==> config.mk <==
export PLATFORM = sky130hd
export DESIGN_NAME = modular_log
export DESIGN_NICKNAME = d
export VERILOG_FILES = /design/src/rtl/modular_log.sv
export SDC_FILE = /design/constraint.sdc
export NUM_CORES = 1
export LEC_CHECK = 0
export ABC_AREA = 1
export BUFFER_PORTS_ARGS = -buffer_cell sky130_fd_sc_hd__buf_2
export CAP_MARGIN = 20
export CORE_AREA = 4 4 184 186
export CTS_CLUSTER_SIZE = 40
export DETAILED_ROUTE_END_ITERATION = 12
export DIE_AREA = 0 0 188 190
export PLACE_DENSITY = 0.5
export SLEW_MARGIN = 0
export SYNTH_ARGS = -nofsm -noshare
export SYNTH_HDL_FRONTEND = slang
export SYNTH_SLANG_ARGS = --single-unit
==> constraint.sdc <==
create_clock -name clk -period 24.7 [get_ports clk]
set_input_delay 1.235 -clock clk [delete_from_list [all_inputs] [get_ports clk]]
set_output_delay 1.235 -clock clk [all_outputs]
set_load 0.03 [all_outputs]
==> src/rtl/modular_log.sv <==
// Brute-force discrete logarithm: finds the smallest x in [0, P-2] with base^x mod P == target.
// One modular multiply and one compare per enabled clock.
module modular_log #(
    parameter int N = 8,
    parameter int P = 89
) (
    input  logic         clk,
    input  logic         rst,
    input  logic         ena,
    input  logic         start,
    input  logic [N-1:0] base,
    input  logic [N-1:0] target,
    output logic [N-1:0] res,
    output logic         found,
    output logic         rdy,
    output logic         busy
);

    typedef enum logic [1:0] {
        IDLE,
        INIT,
        SEARCH
    } state_t;

    localparam logic [N-1:0]   P_N   = N'(P);
    localparam logic [N-1:0]   LIMIT = N'(P - 2);
    localparam logic [2*N-1:0] P_W   = (2 * N)'(P);

    state_t         state_q, state_d;
    logic [N-1:0]   base_q,  base_d;
    logic [N-1:0]   tgt_q,   tgt_d;
    logic [N-1:0]   acc_q,   acc_d;
    logic [N-1:0]   cnt_q,   cnt_d;
    logic [N-1:0]   res_q,   res_d;
    logic           found_q, found_d;
    logic           rdy_q,   rdy_d;
    logic [2*N-1:0] prod;

    always_ff @(posedge clk or posedge rst) begin
        if (rst) begin
            state_q <= IDLE;
            base_q  <= '0;
            tgt_q   <= '0;
            acc_q   <= '0;
            cnt_q   <= '0;
            res_q   <= '0;
            found_q <= 1'b0;
            rdy_q   <= 1'b0;
        end else if (ena) begin
            state_q <= state_d;
            base_q  <= base_d;
            tgt_q   <= tgt_d;
            acc_q   <= acc_d;
            cnt_q   <= cnt_d;
            res_q   <= res_d;
            found_q <= found_d;
            rdy_q   <= rdy_d;
        end
    end

    // Full 2N-bit product so the reduction never sees a truncated value.
    always_comb begin
        prod = {{N{1'b0}}, acc_q} * {{N{1'b0}}, base_q};
    end

    always_comb begin
        state_d = state_q;
        base_d  = base_q;
        tgt_d   = tgt_q;
        acc_d   = acc_q;
        cnt_d   = cnt_q;
        res_d   = res_q;
        found_d = found_q;
        rdy_d   = 1'b0;

        case (state_q)
            IDLE: begin
                if (start) begin
                    state_d = INIT;
                end
            end
            INIT: begin
                base_d  = base % P_N;
                tgt_d   = target % P_N;
                acc_d   = N'(1);
                cnt_d   = '0;
                state_d = SEARCH;
            end
            SEARCH: begin
                // Match is tested before the limit so x = P-2 can still be reported.
                if (acc_q == tgt_q) begin
                    res_d   = cnt_q;
                    found_d = 1'b1;
                    rdy_d   = 1'b1;
                    state_d = IDLE;
                end else if (cnt_q == LIMIT) begin
                    res_d   = '0;
                    found_d = 1'b0;
                    rdy_d   = 1'b1;
                    state_d = IDLE;
                end else begin
                    acc_d = N'(prod % P_W);
                    cnt_d = cnt_q + N'(1);
                end
            end
            default: begin
                state_d = IDLE;
            end
        endcase
    end

    assign res   = res_q;
    assign found = found_q;
    assign rdy   = rdy_q;
    assign busy  = (state_q != IDLE);

endmodule

# [Word level (Yosys, flattened, before mapping)]
# Cells that the tools add are included.
[classes] n_addsub=1 mul=1 div_mod_pow=3 eq_ne=8 mux=17 n_reduce_logical=8
[ops] cell="$mux 8" n=6
[ops] cell="$pmux 8 s2" n=2
[ops] cell="$mod 16x7->16 const B" n=1
[ops] cell="$mod 8x7->8 const B" n=2
[ops] cell="$mul 8x8->16" n=1
[ops] cell="$add 8x1->8 const B" n=1
[ops] cell="$eq 8x7->1 const B" n=1
[ops] cell="$eq 8x8->1" n=1
[ops] cell="$mux 2" n=3
[ops] cell="$ne 2x2->1 const B" n=3
[ops] cell="$pmux 2 s3" n=1
[ops] cell="$reduce_and 3->1" n=2
[ops] cell="$reduce_bool 2->1" n=3
[ops] cell="$mux 1" n=5
[ops] cell="$reduce_and 4->1" n=1
[ops] cell="$ne 3x3->1 const B" n=1
[ops] cell="$eq 2x1->1 const B" n=1
[ops] cell="$eq 2x2->1 const B" n=1
[ops] cell="$logic_not 2->1" n=1
[ops] cell="$reduce_and 2->1" n=1
[word_totals] register_bits=44 out_inout_bits=11

# [Depth between registers and ports, before layout]
[depth] word_depth=5 mapped_depth=84 mapped_depth_nobuf=80

# [Worst setup path before layout]
# OpenSTA, ideal clock, no wires.
[synth_path] path_type="register -> register" from="reg base_q[7]" to="reg acc_q[5]" setup_time_ps=117 arrival_ps=9385 required_ps=24583 path_slack_ps=15198 path_stages_with_launch=79 path_buffers=3 synth_period_minus_slack_ps=9502 cell_sequence="dfrtp_1 > clkbuf_1 > nand2_1 > inv_1 > fa_1 > fa_1 > fa_1 > inv_1 > fa_1 > inv_1 > ha_1 > nand2_1 > inv_1 > a21oi_1 > nand2_1 > nand2_1 > nand2_2 > nand3_4 > [... 43 more ...] > ha_1 > inv_1 > nand4_1 > nand3_2 > nand3_2 > buf_6 > xor2_2 > ha_1 > nand3_1 > nand2_2 > nand2_1 > nand2_2 > nand2_2 > buf_4 > nand2_1 > nand2_1 > nand3_1 > nand2_1"
[synth_via] elab_chain_cells=5
[synth_lines] element="start: declaration" line_no="30" rtl="logic [N-1:0] base_q, base_d;"
[synth_lines] element="start signal: assignment" line_no="51" rtl="base_q <= base_d;"
[synth_lines] element="$mul 8x8->16" line_no="63" rtl="prod = {{N{1'b0}}, acc_q} * {{N{1'b0}}, base_q};"
[synth_lines] element="$mod 16x7->16" line_no="102" rtl="acc_d = N'(prod % P_W);"
[synth_lines] element="$mux 8" line_no="96" rtl="end else if (cnt_q == LIMIT) begin"
[synth_lines] element="$mux 8" line_no="91" rtl="if (acc_q == tgt_q) begin"
[synth_lines] element="$pmux 8 s2" line_no="76" rtl="case (state_q)"
[synth_lines] element="end signal: assignment" line_no="44" rtl="acc_q <= '0;"
[synth_lines] element="end signal: assignment" line_no="53" rtl="acc_q <= acc_d;"
[synth_lines] element="end: declaration" line_no="32" rtl="logic [N-1:0] acc_q, acc_d;"
# No other way between the ends. The select of a mux whose other input is x is not followed.
# A chain may end at the register's enable or synchronous reset.

# [Worst setup path in the final report]
[layout_path] from="reg acc_q[3]" to="reg acc_q[6]"
[layout_via] elab_chain_cells=5 word_cells_on_any_way=8 cone_classes="mul (1); div (1); eq/ne (2); mux (3); reduce/logical (1)"
[layout_lines] element="$mul 8x8->16" line_no="63"
[layout_lines] element="$mod 16x7->16" line_no="102"
[layout_lines] element="$mux 8" line_no="96"
[layout_lines] element="$mux 8" line_no="91"
[layout_lines] element="$pmux 8 s2" line_no="76"
# Several ways; a longest one is shown, not always the timed one. The select of a mux whose other input is x is not followed.

==> run summary <==
The effective utilization at floorplan is 24.75%. The total via count after detailed routing is between 7000 and 8000. The half-perimeter wire length after detailed placement is 14320 µm. The placement-stage cell area came out at approximately 0.0085 mm². The fraction of the cycle the final worst path needs came out at between 40% and 50%.

In the final layout, flip-flops and latches occupy roughly 0.0011 mm². The number of distinct library cells after synthesis is 53. The maximum single-stage delay on the critical path came out at 600 ps. Clock-pin slew was measured on the worst setup and hold paths at ~60 ps. The maximum number of pins on one net before global-route repair is 45. The total of warnings raised by yosys is 0. The number of buffers added on ports came out at 30.

The number of global-route vias before repair is 6768. In this run the worst path has a maximum fanout of 11. The number of enable-type register cells in the synthesized netlist is 0. The worst-case headroom to the max-slew limit came out at 51.90%. The final antenna diode count came out at 0. The die area is about 0.036 mm². The startpoint type of the worst setup path is a flip-flop.

The post-CTS resize count is 0. The post-synthesis async set-or-reset flop share came out at 100.0%. The horizontal die dimension is 188 µm. The count of non-filler cells in the finished layout came out at ~1700. The synthesized area per cell is roughly 6.5 µm².

The final hold violation count was 0. The total standard cell area after synthesis is between 0.007 and 0.008 mm². The remaining global-route overflow is 0. Leaving out fill and tap cells, the most frequent cell in the layout is sky130_fd_sc_hd__nand2_1. The worst hold path belongs to the class reg -> reg. The top cell types in the final layout, fill and taps aside, are 364 x sky130_fd_sc_hd__nand2_1, 232 x sky130_fd_sc_hd__inv_1, 97 x sky130_fd_sc_hd__nand3_1. The final instance area is just under 0.009 mm². The final layout net count came out at 1343. The XOR/XNOR share of the synthesized area came out at under 10%.

The remaining antenna violation count is 0. The quantity of hold-fixing buffers added after cts came out at 0. The clock tree from TritonCTS is built. In the final routed layout, each cell accounts on average for roughly 10 µm.

By startpoint and endpoint, the worst setup path is classified as reg -> reg. From synthesis to final layout, the design area changed by 9.145%. The number of DRC violations after detailed routing is 0.

The overall routed net length is roughly 17000 µm. The first-pass iteration count of the detailed router came out at 5. Data on the critical path is required at its endpoint by approximately 25000 ps. The arrival time reported for the critical path endpoint came out at 10830 ps. At the pin with the least slew margin, the transition time is between 700 and 800 ps. The number of maximum-capacitance violations came out at 0. The number of clock buffers inserted by TritonCTS is 5. The main combinational cell family by area after synthesis is simple AND/OR/NAND/NOR gates. The initial DRC count came out at between 300 and 400. After Yosys synthesis, full adders, half adders and majority gates account for ~17% of the synthesized area. The layout cell share with drive strength beyond 1 is 16.95%. The fill cell instance count of the final layout is ~3600. The worst setup path is captured at a flip-flop. The number of failing setup endpoints in the final timing report is 0. The number of slew-limit violations in the final report is 0.

Measured along the y axis, the die boundary spans ~190 µm. The final total negative setup slack is 0 ps. The count of clock tree sinks came out at between 40 and 50. The mux contribution to synthesized area is 0%.

The tree is rooted in a sky130_fd_sc_hd__clkbuf_16. For this design, the slowest cell found on the critical path is sky130_fd_sc_hd__dfrtp_1. The detail-routed via count per cell is 4.228. In this run, synthesis produced a sequential element count of 44. 31 I/O pins were placed. The critical path's most frequent cell is sky130_fd_sc_hd__nand2_1.

The weighted congestion at the end of routability-driven global placement came out at between 0.8 and 0.9. The synthesized instance count is ~1200. The area of the placeable core is about 0.032 mm².

For this run, the leading register cell type out of synthesis is sky130_fd_sc_hd__dfrtp_1. The total area of multi-input combinational cells is between 0.005 and 0.006 mm². The first global-routing pass estimated 30730 µm of wire. The latest clock arrival within the worst-skew pair is between 200 and 300 ps. The initial antenna violation count was 0. The synthesized netlist devotes 6.593% of its cell area to compound gates. The post-CTS setup buffer count is 0. Setup repair after global routing left no endpoint under its margin. The total nets after synthesis is 1328. Once placement completed, the tool counted placed cells totaling 1672. For this run, the register share of the synthesized area comes to between 10 and 15%. The clock tree synthesis step divided the H-tree into 2 levels. The maximum clock path buffer count came out at 2. The peak clock frequency supported by timing is between 90 and 100 MHz. The run finished with clean final reports.

Across all hold checks on the routed design, the worst slack comes to between 400 and 500 ps. The synthesized-area fraction occupied by and/or/nand/nor cells came out at around 44%. The global router's overall resource usage is roughly 9.6%. The clock period minus worst slack is 10660 ps. The worst clock skew is about 11 ps.

The placement row count is 66.
==> state kept, by name, indices dropped and copies added (netlist names) <==
register	count
cnt_q	8
found	1
state_q	2
rdy	1
base_q	8
res	8
acc_q	8
tgt_q	8
==> layer usage <==
metal | track usage (%) | wire (µm) | vias up
met2 | 17.15 | 8117 | 79
met1 | 13.09 | 8605 | 3220
met3 | 0.9174 | 361 | 12
met4 | 1.129 | 96 | 0
met5 | 0 | 0 | -
li1 | - | - | 3796
==> area by class of cell <==
type / count / share of cell area [%]
timing repair buffer: 32 / 2.037
multi-input combinational: 905 / 66.13
clock buffer: 5 / 1.435
inverter: 250 / 10.90
tap: 442 / 6.341
sequential: 44 / 12.63
clock inverter: 3 / 0.5308
==> worst max-delay path, delay by kind of cell, from the launching register on <==
kind | cells | cell delay, ps
buf+inv | 9 | 540
compound gates | 2 | 410
simple gates | 56 | 5830
xor+xnor | 1 | 310
fa+ha+maj | 7 | 2800
flops | 1 | 600
==> kinds of logic (layout without fill, tap and decap cells) <==
logic type / count (synthesis) / in the layout
AND/OR/NAND/NOR: 695 / 695
buffers and inverters: 274 / 290
AO/OA/AOI/OAI: 87 / 87
adder cells (fa/ha/maj): 85 / 85
flip-flops: 44 / 44
XOR/XNOR: 38 / 38
==> worst paths after layout <==
| path | cells after the start | from | to | slack [ps] |
|---|---|---|---|---|
| max | 75 | acc_q[3] | acc_q[6] | 14040 |
| min | 1 | cnt_q[7] | cnt_q[7] | 470 |
| max reg2reg | 75 | acc_q[3] | acc_q[6] | 14040 |
| min reg2reg | 1 | cnt_q[7] | cnt_q[7] | 470 |
| max in group asynchronous | 3 | rst | cnt_q[6] | 23270 |
| min in group asynchronous | 2 | rst | cnt_q[2] | 950 |
==> Yosys cell counts (3+ instances only) <==
cell type                    n  area [µm²]
sky130_fd_sc_hd__a21oi_1    27       135.1
sky130_fd_sc_hd__a21oi_2     4       35.03
sky130_fd_sc_hd__a31oi_1     4       25.02
sky130_fd_sc_hd__buf_4       3       22.52
sky130_fd_sc_hd__buf_6      10       112.6
sky130_fd_sc_hd__clkbuf_1   11       41.29
sky130_fd_sc_hd__dfrtp_1    44        1101
sky130_fd_sc_hd__fa_1       36       720.7
sky130_fd_sc_hd__ha_1       49       613.1
sky130_fd_sc_hd__inv_1     233       874.6
sky130_fd_sc_hd__inv_2      12       45.04
sky130_fd_sc_hd__inv_4       3       18.77
sky130_fd_sc_hd__nand2_1   364        1366
sky130_fd_sc_hd__nand2_2    71       444.2
sky130_fd_sc_hd__nand2_4    18       202.7
sky130_fd_sc_hd__nand3_1    97       485.5
sky130_fd_sc_hd__nand3_2    11       110.1
sky130_fd_sc_hd__nand3_4    10       175.2
sky130_fd_sc_hd__nand3b_1    7       52.55
sky130_fd_sc_hd__nand4_1    24       150.1
sky130_fd_sc_hd__nand4_2     3       37.54
sky130_fd_sc_hd__nor2_1     50       187.7
sky130_fd_sc_hd__nor2_2     11       68.82
sky130_fd_sc_hd__nor2_4      7       78.83
sky130_fd_sc_hd__nor3_1      7       35.03
sky130_fd_sc_hd__o211ai_1    3       22.52
sky130_fd_sc_hd__o21ai_0    28       140.1
sky130_fd_sc_hd__o21ai_1     6       30.03
sky130_fd_sc_hd__o21ai_2     3       26.28
sky130_fd_sc_hd__or2_2       4       25.02
sky130_fd_sc_hd__xnor2_1     9       78.83
sky130_fd_sc_hd__xor2_1     26       227.7
sky130_fd_sc_hd__xor2_2      3       48.80
==> stage by stage <==
stage,worst slack (ps),util [%]
5_1_grt,12880,27.01
6_report,14040,27.01
3_3_place_gp,14060,26.42
2_1_floorplan,15200,-
3_5_place_dp,14000,26.42
4_1_cts,13960,26.95
Power is not shown: default switching activity piles up to over one toggle a cycle in this logic, so the estimate is an artifact.
